### config.mk
export PLATFORM = sky130hd
export DESIGN_NAME = mac_cmd_arbiter
export DESIGN_NICKNAME = d
export VERILOG_FILES = /design/src/rtl/mac_cmd_arbiter.sv
export SDC_FILE = /design/constraint.sdc
export NUM_CORES = 1
export LEC_CHECK = 0
export ABC_AREA = 1
export ABC_CLOCK_PERIOD_IN_PS = 4000
export CORE_AREA = 2 2 152 154
export CTS_BUF_LIST = sky130_fd_sc_hd__clkbuf_4 sky130_fd_sc_hd__clkbuf_8
export DETAILED_ROUTE_END_ITERATION = 10
export DIE_AREA = 0 0 154 156
export GPL_TIMING_DRIVEN = 0
export PLACE_DENSITY = 0.66
export SYNTH_ARGS = -nofsm -noshare
export SYNTH_HDL_FRONTEND = slang
export SYNTH_SLANG_ARGS = --single-unit
### constraint.sdc
create_clock -name clk -period 4 [get_ports clk]
set_clock_uncertainty 0.2 [all_clocks]
set_input_delay 0.8 -clock clk [delete_from_list [all_inputs] [get_ports clk]]
set_output_delay 0.8 -clock clk [all_outputs]
set_load 0.02 [all_outputs]
### src/rtl/mac_cmd_arbiter.sv
// mac_cmd_arbiter: round-robin arbiter that funnels requester commands
// to one accelerator port, with a tile lock and response routing.
module mac_cmd_arbiter #(
  parameter int NREQ  = 2,
  parameter int RID_W = $clog2(NREQ)
) (
  input  logic                 clk,
  input  logic                 rst_n,
  input  logic [NREQ-1:0]      req_valid,
  output logic [NREQ-1:0]      req_ready,
  input  logic [NREQ*32-1:0]   req_instr,
  input  logic [NREQ*32-1:0]   req_rs1,
  input  logic [NREQ*32-1:0]   req_rs2,
  input  logic [NREQ*5-1:0]    req_rd,
  output logic [NREQ-1:0]      rsp_valid,
  output logic [4:0]           rsp_rd,
  output logic [31:0]          rsp_data,
  output logic                 instr_valid,
  input  logic                 instr_ready,
  output logic [31:0]          instr,
  output logic [31:0]          rs1_val,
  output logic [31:0]          rs2_val,
  output logic [4:0]           rd_addr,
  input  logic                 rd_we,
  input  logic [4:0]           rd_waddr,
  input  logic [31:0]          rd_wdata,
  input  logic                 accel_busy,
  input  logic                 accel_done,
  output logic                 locked,
  output logic [RID_W-1:0]     lock_owner,
  output logic                 err_unexp_rsp
);

  localparam int CW = RID_W + 1;
  localparam logic [2:0] F_START = 3'b010;
  localparam logic [2:0] F_CRD   = 3'b011;
  localparam logic [2:0] F_STAT  = 3'b100;

  typedef enum logic [1:0] {IDLE, ISSUE, WAIT_RSP} state_t;

  state_t           state;
  logic [RID_W-1:0] rr_ptr;
  logic [RID_W-1:0] cur_id;
  logic [NREQ-1:0]  elig;
  logic             found;
  logic [RID_W-1:0] gnt;
  logic [RID_W-1:0] nxt_ptr;
  logic [CW-1:0]    idx;
  logic             hs;
  logic             start_acc;
  logic             need_rsp;

  function automatic logic is_cls(input logic [31:0] x,
                                  input logic [2:0]  c);
    return x[6:0] == 7'h33 && x[31:25] == 7'h01 && x[14:12] == c;
  endfunction

  // A STAT may bypass the lock; everything else waits for the owner.
  always_comb begin
    elig = '0;
    for (int i = 0; i < NREQ; i++)
      elig[i] = req_valid[i] &&
                (!locked || lock_owner == RID_W'(i) ||
                 is_cls(req_instr[32*i +: 32], F_STAT));
  end

  // Round-robin search for the first eligible requester from rr_ptr.
  always_comb begin
    found = 1'b0;
    gnt   = '0;
    idx   = '0;
    for (int k = 0; k < NREQ; k++) begin
      idx = {1'b0, rr_ptr} + CW'(k);
      if (idx >= CW'(NREQ))
        idx = idx - CW'(NREQ);
      if (!found && elig[idx[RID_W-1:0]]) begin
        found = 1'b1;
        gnt   = idx[RID_W-1:0];
      end
    end
  end

  // Grant is combinational and only offered while idle and out of reset.
  always_comb begin
    req_ready = '0;
    if (rst_n && state == IDLE && found)
      req_ready[gnt] = 1'b1;
  end

  assign hs        = |(req_valid & req_ready);
  assign nxt_ptr   = (gnt == RID_W'(NREQ - 1)) ? '0 : gnt + RID_W'(1);
  assign start_acc = state == ISSUE && instr_ready &&
                     is_cls(instr, F_START);
  assign need_rsp  = is_cls(instr, F_CRD) || is_cls(instr, F_STAT);

  // Command FSM, lock tracking, response routing and error flag.
  always_ff @(posedge clk or negedge rst_n) begin
    if (!rst_n) begin
      state         <= IDLE;
      rr_ptr        <= '0;
      cur_id        <= '0;
      locked        <= 1'b0;
      lock_owner    <= '0;
      err_unexp_rsp <= 1'b0;
      instr_valid   <= 1'b0;
      instr         <= '0;
      rs1_val       <= '0;
      rs2_val       <= '0;
      rd_addr       <= '0;
      rsp_valid     <= '0;
      rsp_rd        <= '0;
      rsp_data      <= '0;
    end else begin
      rsp_valid <= '0;
      if (rd_we && state != WAIT_RSP)
        err_unexp_rsp <= 1'b1;
      if (start_acc) begin
        locked     <= 1'b1;
        lock_owner <= cur_id;
      end else if (locked && accel_done && !accel_busy) begin
        locked <= 1'b0;
      end
      unique case (state)
        IDLE: begin
          if (hs) begin
            instr       <= req_instr[32*gnt +: 32];
            rs1_val     <= req_rs1[32*gnt +: 32];
            rs2_val     <= req_rs2[32*gnt +: 32];
            rd_addr     <= req_rd[5*gnt +: 5];
            cur_id      <= gnt;
            rr_ptr      <= nxt_ptr;
            instr_valid <= 1'b1;
            state       <= ISSUE;
          end
        end
        ISSUE: begin
          if (instr_ready) begin
            instr_valid <= 1'b0;
            state       <= need_rsp ? WAIT_RSP : IDLE;
          end
        end
        WAIT_RSP: begin
          if (rd_we) begin
            rsp_valid[cur_id] <= 1'b1;
            rsp_rd            <= rd_waddr;
            rsp_data          <= rd_wdata;
            state             <= IDLE;
          end
        end
        default: state <= IDLE;
      endcase
    end
  end

endmodule

==> impl_metrics.json <==
{
  "yosys_warnings": 0,
  "postSynthCellCount": 940,
  "crit_fanout": 10,
  "die_h_um": 156,
  "r2r-end": "rd_addr[4]$_DFFE_PN0P_",
  "worst_hold_path_type": "in -> async",
  "ys_types": 22,
  "slew_violations": 0,
  "post-route-util_pct": 53.6,
  "r2r_setup_slack_ns": 1.79,
  "finalWorstPathRequiredPeriod_ns": 3.80,
  "stdcell_count": 1652,
  "antennaDiodeCount": 0,
  "grt_pass1_vias": 7673,
  "grt_pass1_wl_mm": 42.8,
  "port_buffers": 392,
  "cap_violations": 0,
  "cts_root_buf": "clkbuf_8",
  "grt_usage_pct": 23.0,
  "critPathLaunchType": "input pin",
  "drive_gt1_share_pct": 8.56,
  "hold_ws_ns": 0.00569,
  "yosys_register_bits": 148,
  "clock_path_buffers": 2,
  "core.rowCount": 55,
  "final_cell_mix": "nand2_1 (532), clkdlybuf4s50_1 (389), dfrtp_1 (148)",
  "sequentialPowerShare_pct": 38.1,
  "coreArea_um2": 22400,
  "synth_largest_area_cell": "dfrtp_1",
  "via_per_inst": 4.62,
  "cp.arrival_ns": 2.80,
  "final_common_cell": "nand2_1",
  "rr_worst_depth": 10,
  "grt_setup_unrepaired": "false",
  "die_area_um2": 24000,
  "die_w_um": 154,
  "syn_avg_cell_area_um2": 7.66,
  "wl_per_cell_um": 16.9,
  "fmax_mhz": 263,
  "p_int_mw": 3.22,
  "p_sw_mw": 1.83,
  "clock_sinks": 148,
  "ant_nets": 0,
  "critPathKind": "in -> out",
  "cp-end-kind": "output port",
  "htreeDepth": 4,
  "setup_violations": 0,
  "syn-cell-area_um2": 7200,
  "fillers": 2164,
  "leakage_nw": 5.99,
  "drt-total-wl_mm": 27.8,
  "relSlewSlack_pct": 61.6,
  "outcome": "finished, final reports clean",
  "clkPwrFrac_pct": 25.0,
  "numCtsBuffers": 17,
  "overflow": 0,
  "route.detailed.drc": 0,
  "dpl.cell_count": 1618,
  "dpl.hpwl_mm": 21.2,
  "antenna_found_initial": 0,
  "tightest_slew_ns": 0.576,
  "clock_latency_ns": 0.45,
  "p_per_area_nw_per_um2": 422,
  "yosysSeqAreaShare_pct": 51.4,
  "power_frac_comb_pct": 36.9,
  "sw_frac_of_total_pct": 36.3,
  "nets": 1601,
  "timing.final.crit_share_pct": 95.1,
  "finalHoldViolCount": 0,
  "syn_to_final_growth_pct": 66.3,
  "synth_area_leaders": "dfrtp_1 (51%), nand2_1 (28%), nand3_1 (7.4%)",
  "syn_nets": 1187,
  "num_vias": 7624,
  "start_util_pct": 32.2,
  "ir_drop_uv": 264,
  "clkTransAtPathRegs_ns": 0.10,
  "synth.top_cell.area_share_pct": 51.4,
  "cts_tree": "yes",
  "drt_iter0_drc": 383,
  "r2r-start": "locked$_DFFE_PN0P_",
  "grt_max_degree": 79,
  "gp_congestion": 0.855,
  "firstDrtPassIters": 5,
  "ios": 393,
  "required_ns": 3.00
}
==> cells in the mapped netlist <==
master    instances
o21bai_1          2
inv_2             1
nor3b_1           1
buf_2            28
clkbuf_1         23
or2_0             1
nand3_1         107
mux2_2           37
nor4_1            1
nand4_1           2
inv_1            14
buf_6             1
nor2_1           27
dfrtp_1         148
nand3b_1          1
nand2_1         532
a21boi_1          1
mux2i_1           1
buf_4             7
o21ai_0           3
and2_0            1
a21oi_2           1
==> layer usage <==
layer  track usage (%)  wire [um]  part of all wire, %
met1              28.6      11700                   42
met2              38.8      13500                   49
met3              5.78       1810                  6.5
met4              8.68        826                  3.0
met5                 0          0                    0
==> flip-flops by register name (all words and copies together) (netlist names) <==
| signal | flops |
|---|---|
| rs2_val | 32 |
| instr_valid | 1 |
| locked | 1 |
| state | 2 |
| lock_owner | 1 |
| rd_addr | 5 |
| err_unexp_rsp | 1 |
| rsp_rd | 5 |
| rs1_val | 32 |
| rsp_valid | 2 |
| rsp_data | 32 |
| rr_ptr | 1 |
| cur_id | 1 |
| instr | 32 |
==> how the worst max path moves through the flow <==
stage	start	end	slack (ns)
final	req_instr[38]	req_ready[1]	0.20
after global routing	req_instr[38]	req_ready[1]	0.05
after CTS	req_instr[3]	req_ready[0]	0.007
after detailed placement	rst_n	req_ready[0]	-0.50
after global placement	rst_n	req_ready[0]	-6.30
after floorplan	req_instr[3]	req_ready[0]	1.06
==> kinds of logic (layout without fill, tap and decap cells) <==
family	Yosys count	in the layout	share of synthesized area, %
AND/OR/NAND/NOR	673	673	37.2
AO/OA/AOI/OAI	7	7	0.643
multiplexers	38	38	5.92
flip-flops	148	148	51.4
buffers and inverters	74	501	4.81
==> through the flow <==
step	setup WS (ns)	setup TNS (ns)	area, um^2	total power, mW
floorplan	1.06	0	7200	2.77
global placement	-6.30	-1204.64	11500	3.80
detailed placement	-0.500	-0.876	11500	3.82
CTS	0.00675	0	12000	5.10
global route	0.0503	0	12000	5.33
finish	0.196	0	12000	5.05
==> power groups by stage <==
stage	clock network (mW)	registers, mW	logic (mW)
detailed placement	0	1.95	1.87
global placement	0	1.94	1.86
global route	1.35	1.96	2.02
CTS	1.29	1.92	1.88
floorplan	0	2.25	0.516
finish	1.26	1.92	1.86
==> what timing repair did <==
item                       CTS  global route
cloned                       0             0
buffers inserted             0             2
setup endpoints to repair    2             2
gates resized for setup     10             7
pin swaps                    0             1
hold buffers                 0             0
==> worst max-delay path, cell delays in order <==
cell             delay, ns
clkdlybuf4s50_1       0.51
nor2_1                0.14
nand2_1               0.06
nor2_1                0.12
nand3_2               0.14
a21boi_2              0.21
nand2_1               0.15
buf_4                 0.23
nor2_2                0.14
clkdlybuf4s18_2       0.31
==> area by class of cell <==
class | instances | area [um^2] | area share [%]
repair buffers | 395 | 3970 | 33.2
inverters | 15 | 56.3 | 0.470
multi-input cells | 718 | 3170 | 26.5
plain buffers | 59 | 298 | 2.49
flip-flops and latches | 148 | 3700 | 30.9
clock inverters | 15 | 188 | 1.57
well taps | 285 | 357 | 2.98
clock buffers | 17 | 234 | 1.95
Power figures use the tool's default switching activity.
